<file path="src/rtl/bp_pkg.sv">
// Shared encodings for the breakpoint watch unit: hit causes, config field selectors and FSM states.
package bp_pkg;

    localparam logic [1:0] BP_CAUSE_ADDR = 2'd0;
    localparam logic [1:0] BP_CAUSE_STEP = 2'd1;
    localparam logic [1:0] BP_CAUSE_PRG  = 2'd2;

    localparam logic [1:0] BP_FIELD_ADDR = 2'd0;
    localparam logic [1:0] BP_FIELD_MASK = 2'd1;
    localparam logic [1:0] BP_FIELD_IGN  = 2'd2;
    localparam logic [1:0] BP_FIELD_CTRL = 2'd3;

    typedef enum logic [1:0] {
        BP_IDLE    = 2'd0,
        BP_PENDING = 2'd1,
        BP_HIT     = 2'd2
    } bp_state_e;

endpackage

</file>
<file path="src/rtl/bp_channel.sv">
// One breakpoint channel: address/mask/enable/ignore-count storage, masked
// address comparator and readback of the selected field.
module bp_channel
    import bp_pkg::*;
#(
    parameter int AW = 16,
    parameter int CW = 8
) (
    input  logic          sysclk,
    input  logic          sysreset_n,
    input  logic          cfg_wr,
    input  logic [1:0]    cfg_field,
    input  logic [AW-1:0] cfg_data,
    input  logic          dec,
    input  logic [AW-1:0] tg_code_addr,
    output logic          match,
    output logic          ign_zero,
    output logic [AW-1:0] rdata
);

    logic [AW-1:0] addr_r;
    logic [AW-1:0] mask_r;
    logic [CW-1:0] ign_r;
    logic          en_r;

    // Configuration storage; a visor write always wins over the ignore decrement.
    always_ff @(posedge sysclk or negedge sysreset_n) begin
        if (!sysreset_n) begin
            addr_r <= '0;
            mask_r <= '0;
            ign_r  <= '0;
            en_r   <= 1'b0;
        end else if (cfg_wr) begin
            case (cfg_field)
                BP_FIELD_ADDR: addr_r <= cfg_data;
                BP_FIELD_MASK: mask_r <= cfg_data;
                BP_FIELD_IGN:  ign_r  <= cfg_data[CW-1:0];
                BP_FIELD_CTRL: en_r   <= cfg_data[0];
                default:       en_r   <= en_r;
            endcase
        end else if (dec && (ign_r != '0)) begin
            ign_r <= ign_r - CW'(1);
        end
    end

    assign match    = en_r && (((tg_code_addr ^ addr_r) & ~mask_r) == '0);
    assign ign_zero = (ign_r == '0);

    // Field readback mux; narrow fields are zero-extended.
    always_comb begin
        rdata = '0;
        case (cfg_field)
            BP_FIELD_ADDR: rdata = addr_r;
            BP_FIELD_MASK: rdata = mask_r;
            BP_FIELD_IGN:  rdata = AW'(ign_r);
            BP_FIELD_CTRL: rdata = AW'(en_r);
            default:       rdata = '0;
        endcase
    end

endmodule

</file>
<file path="src/rtl/bp_watch_unit.sv">
// Hardware breakpoint unit: NUM_BP masked address channels plus step and
// program-break sources, hit FSM aligned to ordinary assignment cycles, capture and hit count.
module bp_watch_unit
    import bp_pkg::*;
#(
    parameter int NUM_BP = 4,
    parameter int AW     = 16,
    parameter int CW     = 8,
    parameter int HCW    = 16,
    localparam int SW    = (NUM_BP > 1) ? $clog2(NUM_BP) : 1
) (
    input  logic           sysclk,
    input  logic           sysreset_n,
    input  logic [AW-1:0]  tg_code_addr,
    input  logic           tg_enable_exec,
    input  logic           program_break,
    input  logic           step,
    input  logic           cfg_load,
    input  logic [SW-1:0]  cfg_sel,
    input  logic [1:0]     cfg_field,
    input  logic [AW-1:0]  cfg_data,
    output logic [AW-1:0]  cfg_rdata,
    input  logic           hit_clear,
    output logic           bp_hit,
    output logic [1:0]     hit_cause,
    output logic [SW-1:0]  hit_chan,
    output logic [AW-1:0]  hit_addr,
    output logic [HCW-1:0] hit_total
);

    bp_state_e      state_r;
    logic           bp_hit_r;
    logic [1:0]     hit_cause_r;
    logic [SW-1:0]  hit_chan_r;
    logic [AW-1:0]  hit_addr_r;
    logic [HCW-1:0] hit_total_r;

    logic [NUM_BP-1:0] match_s;
    logic [NUM_BP-1:0] ign_zero_s;
    logic [NUM_BP-1:0] dec_s;
    logic [AW-1:0]     ch_rdata_s [NUM_BP];

    logic           src_any_s;
    logic [1:0]     cause_s;
    logic [SW-1:0]  chan_s;
    logic           abort_s;
    logic           go_s;
    logic [1:0]     decide_cause_s;
    logic [SW-1:0]  decide_chan_s;
    logic           ign_blk_s;
    logic [HCW-1:0] total_inc_s;

    for (genvar i = 0; i < NUM_BP; i++) begin : g_ch
        bp_channel #(.AW(AW), .CW(CW)) u_ch (
            .sysclk       (sysclk),
            .sysreset_n   (sysreset_n),
            .cfg_wr       (cfg_load && (cfg_sel == SW'(i))),
            .cfg_field    (cfg_field),
            .cfg_data     (cfg_data),
            .dec          (dec_s[i]),
            .tg_code_addr (tg_code_addr),
            .match        (match_s[i]),
            .ign_zero     (ign_zero_s[i]),
            .rdata        (ch_rdata_s[i])
        );
    end

    // Source priority, ignore-counter gating of the hit decision and readback select.
    always_comb begin
        src_any_s = program_break || step || (match_s != '0);
        cause_s   = program_break ? BP_CAUSE_PRG : (step ? BP_CAUSE_STEP : BP_CAUSE_ADDR);
        chan_s    = '0;
        for (int i = NUM_BP - 1; i >= 0; i--) begin
            chan_s = match_s[i] ? SW'(i) : chan_s;
        end

        abort_s = cfg_load || (hit_clear && (state_r != BP_HIT));
        go_s    = !abort_s && tg_enable_exec &&
                  (((state_r == BP_IDLE) && src_any_s) || (state_r == BP_PENDING));

        // A direct IDLE->HIT decision uses the live source, otherwise the captured one.
        decide_cause_s = (state_r == BP_IDLE) ? cause_s : hit_cause_r;
        decide_chan_s  = (state_r == BP_IDLE) ? chan_s  : hit_chan_r;

        ign_blk_s = 1'b0;
        cfg_rdata = '0;
        for (int i = 0; i < NUM_BP; i++) begin
            ign_blk_s = (decide_chan_s == SW'(i)) ? !ign_zero_s[i] : ign_blk_s;
            cfg_rdata = (cfg_sel == SW'(i)) ? ch_rdata_s[i] : cfg_rdata;
        end
        ign_blk_s = ign_blk_s && (decide_cause_s == BP_CAUSE_ADDR);

        for (int i = 0; i < NUM_BP; i++) begin
            dec_s[i] = go_s && ign_blk_s && (decide_chan_s == SW'(i));
        end

        total_inc_s = (hit_total_r == '1) ? hit_total_r : hit_total_r + HCW'(1);
    end

    // Hit FSM with capture registers and saturating hit counter.
    always_ff @(posedge sysclk or negedge sysreset_n) begin
        if (!sysreset_n) begin
            state_r     <= BP_IDLE;
            bp_hit_r    <= 1'b0;
            hit_cause_r <= 2'd0;
            hit_chan_r  <= '0;
            hit_addr_r  <= '0;
            hit_total_r <= '0;
        end else begin
            case (state_r)
                BP_IDLE: begin
                    if (abort_s) begin
                        state_r <= BP_IDLE;
                    end else if (src_any_s) begin
                        hit_cause_r <= cause_s;
                        hit_chan_r  <= chan_s;
                        hit_addr_r  <= tg_code_addr;
                        if (!tg_enable_exec) begin
                            state_r <= BP_PENDING;
                        end else if (ign_blk_s) begin
                            state_r <= BP_IDLE;
                        end else begin
                            state_r     <= BP_HIT;
                            bp_hit_r    <= 1'b1;
                            hit_total_r <= total_inc_s;
                        end
                    end
                end
                BP_PENDING: begin
                    if (abort_s || (tg_enable_exec && ign_blk_s)) begin
                        state_r <= BP_IDLE;
                    end else if (tg_enable_exec) begin
                        state_r     <= BP_HIT;
                        bp_hit_r    <= 1'b1;
                        hit_total_r <= total_inc_s;
                    end
                end
                BP_HIT: begin
                    if (hit_clear || cfg_load) begin
                        state_r  <= BP_IDLE;
                        bp_hit_r <= 1'b0;
                    end
                end
                default: begin
                    state_r  <= BP_IDLE;
                    bp_hit_r <= 1'b0;
                end
            endcase
        end
    end

    assign bp_hit    = bp_hit_r;
    assign hit_cause = hit_cause_r;
    assign hit_chan  = hit_chan_r;
    assign hit_addr  = hit_addr_r;
    assign hit_total = hit_total_r;

endmodule

</file>
<file path="config.mk">
export PLATFORM = sky130hd
export DESIGN_NAME = bp_watch_unit
export DESIGN_NICKNAME = d
export VERILOG_FILES = /design/src/rtl/bp_pkg.sv /design/src/rtl/bp_channel.sv /design/src/rtl/bp_watch_unit.sv
export SDC_FILE = /design/constraint.sdc
export NUM_CORES = 1
export LEC_CHECK = 0
export ABC_AREA = 1
export BUFFER_PORTS_ARGS = -buffer_cell sky130_fd_sc_hd__buf_2
export CAP_MARGIN = 20
export CORE_MARGIN = 2
export CORE_UTILIZATION = 65
export DETAILED_ROUTE_END_ITERATION = 12
export PLACE_DENSITY = 0.86
export SYNTH_ARGS = -nofsm -noshare
export SYNTH_HDL_FRONTEND = slang
export SYNTH_SLANG_ARGS = --single-unit
</file>
<file path="constraint.sdc">
create_clock -name sysclk -period 6 [get_ports sysclk]
set_input_delay 1.2 -clock sysclk [delete_from_list [all_inputs] [get_ports sysclk]]
set_output_delay 1.2 -clock sysclk [all_outputs]
set_load 0.005 [all_outputs]
</file>
## Yosys cells after proc, flatten, opt, wreduce, memory -nomap -nowiden

Cells that the tools add are included.
W data, S select, Z words.

- Flip-flop bits (word level): 203
- Bits in latches: 0
- RAM bits: 0
- Memory bits (read-only): 0
- Input port bits: 43
- Logic and storage cells: 196
- Memories: 0

- $add $sub $neg: 5
- Multipliers: 0
- Div/mod/pow operators: 0
- $lt $le $gt $ge: 0
- Equal/unequal tests: 26
- Shift-type cells: 0
- Muxes and demuxes: 53
- Bitwise operators: 13
- Reductions and logical operators: 77

Operator list:

| operator | count |
|---|---|
| $pmux W16 S4 | 4 |
| $mux W16 | 11 |
| $mux W8 | 9 |
| $and A16 B16 Y16 | 4 |
| $logic_not A16 Y1 | 4 |
| $not A16 Y16 | 4 |
| $xor A16 B16 Y16 | 4 |
| $logic_not A8 Y1 | 4 |
| $pmux W16 S2 | 1 |
| $reduce_and A2 Y1 | 16 |
| $reduce_bool A8 Y1 | 4 |
| $sub A8 B1 Y8 const B | 4 |
| $mux W2 | 14 |
| $ne A2 B2 Y1 const B | 12 |
| $logic_and A1 B1 Y1 | 23 |
| $add A16 B1 Y16 const B | 1 |
| $eq A16 B16 Y1 const B | 1 |
| $eq A2 B2 Y1 const B | 7 |
| $reduce_and A7 Y1 | 2 |
| $mux W1 | 12 |
| $logic_not A2 Y1 | 5 |
| $reduce_bool A2 Y1 | 5 |
| $eq A2 B1 Y1 const B | 4 |
| $logic_or A1 B1 Y1 | 6 |
| 8 further kinds | 13 |

## Logic depth before layout (Yosys ltp)

- Depth in word-level cells: 20
- Mapped depth: 23
- Depth with buffers taken out: 22

## Hierarchy

Synthesis repeated with hierarchy kept, for this count alone.

- Cell total of the unflattened synthesis: 1,751
- Area, all modules: 12,684.7 sq um

Modules (own cells, without submodules):

| module | times used | cells an instance | area an instance (sq um) | seq. area each (sq um) |
|---|---|---|---|---|
| bp_channel (g_ch[1].u_ch ...) | 3 | 345 | 2,511.2 | 1,026.0 |
| bp_watch_unit | 1 | 380 | 2,638.8 | 975.9 |
| bp_channel (g_ch[0].u_ch) | 1 | 336 | 2,512.4 | 1,026.0 |

## Worst setup path after synthesis

Ideal clock, no wire load.

- Path type: in2out
- From: input cfg_field[1]
- To: output cfg_rdata[5]
- Arrival: 2,514 ps
- Data required time: 4,800 ps
- Path slack: 2,286 ps
- Stages: 8
- Path buffers: 3
- Cells stage by stage: clkbuf_1 nor2_1 inv_1 clkbuf_1 buf_1 o22ai_1 o21ai_0 o2111ai_1

- Word-level cells in the longest chain between the ends: 6
- Elaborated cells on any way between the ends: 12
- Classes of those cells: 3 x eq/ne; 8 x mux; 1 x reduce/logical

RTL lines:

| item | RTL line | text |
|---|---|---|
| from (decl) | bp_watch_unit.sv:20 | `input logic [1:0] cfg_field,` |
| $eq A2 B2 Y1 (tied with other cells) | bp_channel.sv:52 | `case (cfg_field)` |
| $pmux W16 S4 | bp_channel.sv:52 |  |
| $mux W16 (3 in a row) | bp_watch_unit.sv:89 | `cfg_rdata = (cfg_sel == SW'(i)) ? ch_rdata_s[i] : cfg_rdata;` |
| $mux W16 (*) | bp_watch_unit.sv:89 |  |
| to (decl) | bp_watch_unit.sv:22 | `output logic [AW-1:0] cfg_rdata,` |

Mark *: on every way between the ends. The rest lies on a longest branch, timed or not.

## Worst setup path in the final report

- From: input cfg_field[0]
- To: output cfg_rdata[7]

Same word-level chain as after synthesis.

==> run metrics <==
status complete, no violations; r2r endpoint g_ch[2].u_ch.ign_r[4]$_DFFE_PN0P_; DRT iter0 DRCs 1321; clk root buf clkbuf_16; flops & latches, synth around 200; # clock sinks 203; I/O pin count 96; Ys Warns 0; Sequential cell area 5080 um^2; Main synth FF type dfrtp_1; Slew Limit Headroom between 30% and 40%; nets ~1700; Hold Crit Class flip-flop to flip-flop; drt drc 0; Worst Hold Depth 2; RSZ-0062 raised after global routing false; Synth Instances 1610; via count of the routed design 11653; die area 18870 um^2; post-DP HPWL 26220 um; top post-synthesis cells by area dfrtp_1 44%, nand2_1 16%, o21ai_0 10%, inv_1 6.2%, nand3_1 3.5%; cell with the most instances after synthesis nand2_1; vias in the first global route between 10000 and 15000; worst-path cell chain buf_2 > inv_1 > nor2_1 > buf_4 > inv_2 > nor2_1 > o21ai_0 > o2111ai_1 > buf_2; Post-Place Cells 1881; synthesis-to-finish area growth 12.34%; H-tree levels 1; crit-path max cell delay 0.72 ns; critical-path maximum fanout 54; Worst EP arrival 3.16 ns; Setup Crit Path Kind primary input to output port; Multi-input gate area around 5400 um^2; register-to-register setup slack 2.98 ns; Setup WS post-layout 1.638 ns; Die W roughly 140 um; Resized Gates After CTS 0; ys async rst share 100.0%; WL final 37760 um; Power Density about 370 nW/um^2; type of origin of the critical path primary input; Slew Limit Fails 0; Non-Filler Instances between 1500 and 2000; syn_area_per_cell 7.180 um^2; Skew-Pair Late Insertion Delay 0.52 ns; drt wl/cell 19.63 um; post-route ant nets 0; syn_nets 1659; Slowest-stage cell, CP inv_2; CP Capture Type output port; post-layout util 74.82%; endpoints failing setup 0; worst reg-to-reg path cell count 15; Worst-path clk slew 0.06 ns; Worst Tran Pin Value ~1.0 ns; routability cong. 0.9997; post-synth top area share 43.94%; # fillers 1325; first-pass GRT wire length 58810 um; simple-gate portion of the synthesized area 27.88%; HP Start hit_addr[1]$_DFFE_PN0P_; most frequent cells after synthesis 491 x nand2_1, 240 x o21ai_0, 203 x dfrtp_1; Setup Fix Bufs, Post-CTS 0; final total power between 4 and 5 mW; I/O Buffers 95; Die H 137.4 um; fin crit period 4.362 ns; static leakage about 6.5 nW; CP required between 4 and 5 ns; family with the most delay on the worst path buffers and inverters; Pre-Repair DR Iteration Count 6; peak supply drop 256.3 uV; core region area 17360 um^2; largest net degree at the start of global routing 123; R2R Path Start g_ch[2].u_ch.addr_r[10]$_DFFE_PN0P_; share of cells above drive strength 1 a little under an eighth; initial antenna violation count 2; crit share post-route 72.70%; XOR/XNOR Fraction of Synth Area under 10%; Initial Utilization 66.60%; hold_buf cts 0; Post-Synth Adder-Cell Area less than 1%; Site Rows 48; GRT Overall Usage 40.95%; max cap viols 0; Place WS between 1.5 and 2 ns; CTS buffer count 23; mux contribution to synthesized area 0.1948%; Worst Hold End hit_addr[1]$_DFFE_PN0P_; post-synth top area cell dfrtp_1; worst setup path start cfg_field[0]; Fmax 0.2292 GHz; Buf/Inv on CP 5; final setup TNS 0 ns; vias per cell between 6 and 7; clk_skew 0.006697 ns; sequential cell area fraction in the yosys report 43.94%; synthesized cell area 11560 um^2; Yosys cell types 44; number of synthesized flops with an enable pin 0; largest family of logic cells by synthesized area simple AND/OR/NAND/NOR gates; CTS tree done; Hold Violations, Final 0; Clock Tree Buf Depth 3; total gr overflow 0; Synth Area in Compound Gates approximately 16%
flip-flops by register name, summed over array words and instances (netlist names):
signal / flops
bp_hit: 1
g_ch.u_ch.addr_r: 64
g_ch.u_ch.en_r: 4
g_ch.u_ch.ign_r: 32
g_ch.u_ch.mask_r: 64
hit_addr: 16
hit_cause: 2
hit_chan: 2
hit_total: 16
state_r: 2
stage by stage:
stage               cell area (um^2)  hold slack, ns
floorplan                      11560          0.4530
global placement               12130          0.4500
detailed placement             12170          0.4613
CTS                            12860          0.4758
global route                   12990          0.4976
finish                         12990          0.4719
cells by family after synthesis:
kind of cell | count (synthesis)
and+or+nand+nor | 759
muxes | 2
DFF | 203
adders and majority gates | 6
buffers and inverters | 271
xor gates and xnor gates | 30
AOI/OAI and AO/OA | 339
cells in the final DEF (no fill, tap or decap), types with 5 or more instances in the layout:
cell type and n:
a21oi_1 23, buf_2 94, buf_4 11, clkbuf_1 5, clkbuf_16 23, clkbuf_8 7, dfrtp_1 203, ha_1 6
inv_1 192, inv_2 16, nand2_1 491, nand2_2 18, nand3_1 80, nand3b_1 5, nand4_1 38, nor2_1 100
nor3_1 9, o2111ai_1 8, o21ai_0 240, o21ai_1 10, o22ai_1 44, xnor2_1 10, xor2_1 20
per-layer routing:
layer / up-vias / share of wire [%] / track usage (%)
li1: 5373 / - / -
met1: 5406 / 37 / 53.27
met2: 720 / 46 / 65.62
met3: 154 / 10 / 6.696
met4: 0 / 5.9 / 22.39
met5: - / 0 / 0
worst min-delay path, delay by kind of cell (launching register included):
family	cells	cell delay, ns
and+or+nand+nor	2	0.10
DFF	1	0.34
worst max path at each step:
| stage | end | depth (start not counted) |
|---|---|---|
| 6_report | cfg_rdata[7] | 9 |
| 5_1_grt | cfg_rdata[7] | 9 |
| 4_1_cts | cfg_rdata[6] | 9 |
| 3_5_place_dp | cfg_rdata[6] | 9 |
| 3_3_place_gp | cfg_rdata[6] | 9 |
| 2_1_floorplan | cfg_rdata[5] | 8 |
power by group:
part / internal, mW / switching (mW) / leakage [nW] / total (mW)
Sequential: 1.72 / 0.262 / 2.55 / 1.98
Combinational: 0.515 / 1.00 / 3.59 / 1.52
Clock: 0.769 / 0.563 / 0.337 / 1.33
Total: 3.00 / 1.83 / 6.47 / 4.83
final cells by class:
type | instances | area share [%]
repair buffers | 114 | 5.646
clock inverters | 1 | 0.06744
diodes | 2 | 0.03854
multi-input cells | 1136 | 41.71
flip-flops and latches | 203 | 39.12
well taps | 225 | 2.168
inverters | 209 | 6.041
clock buffers | 34 | 5.212
No activity file was read; power rests on OpenSTA's default activity.
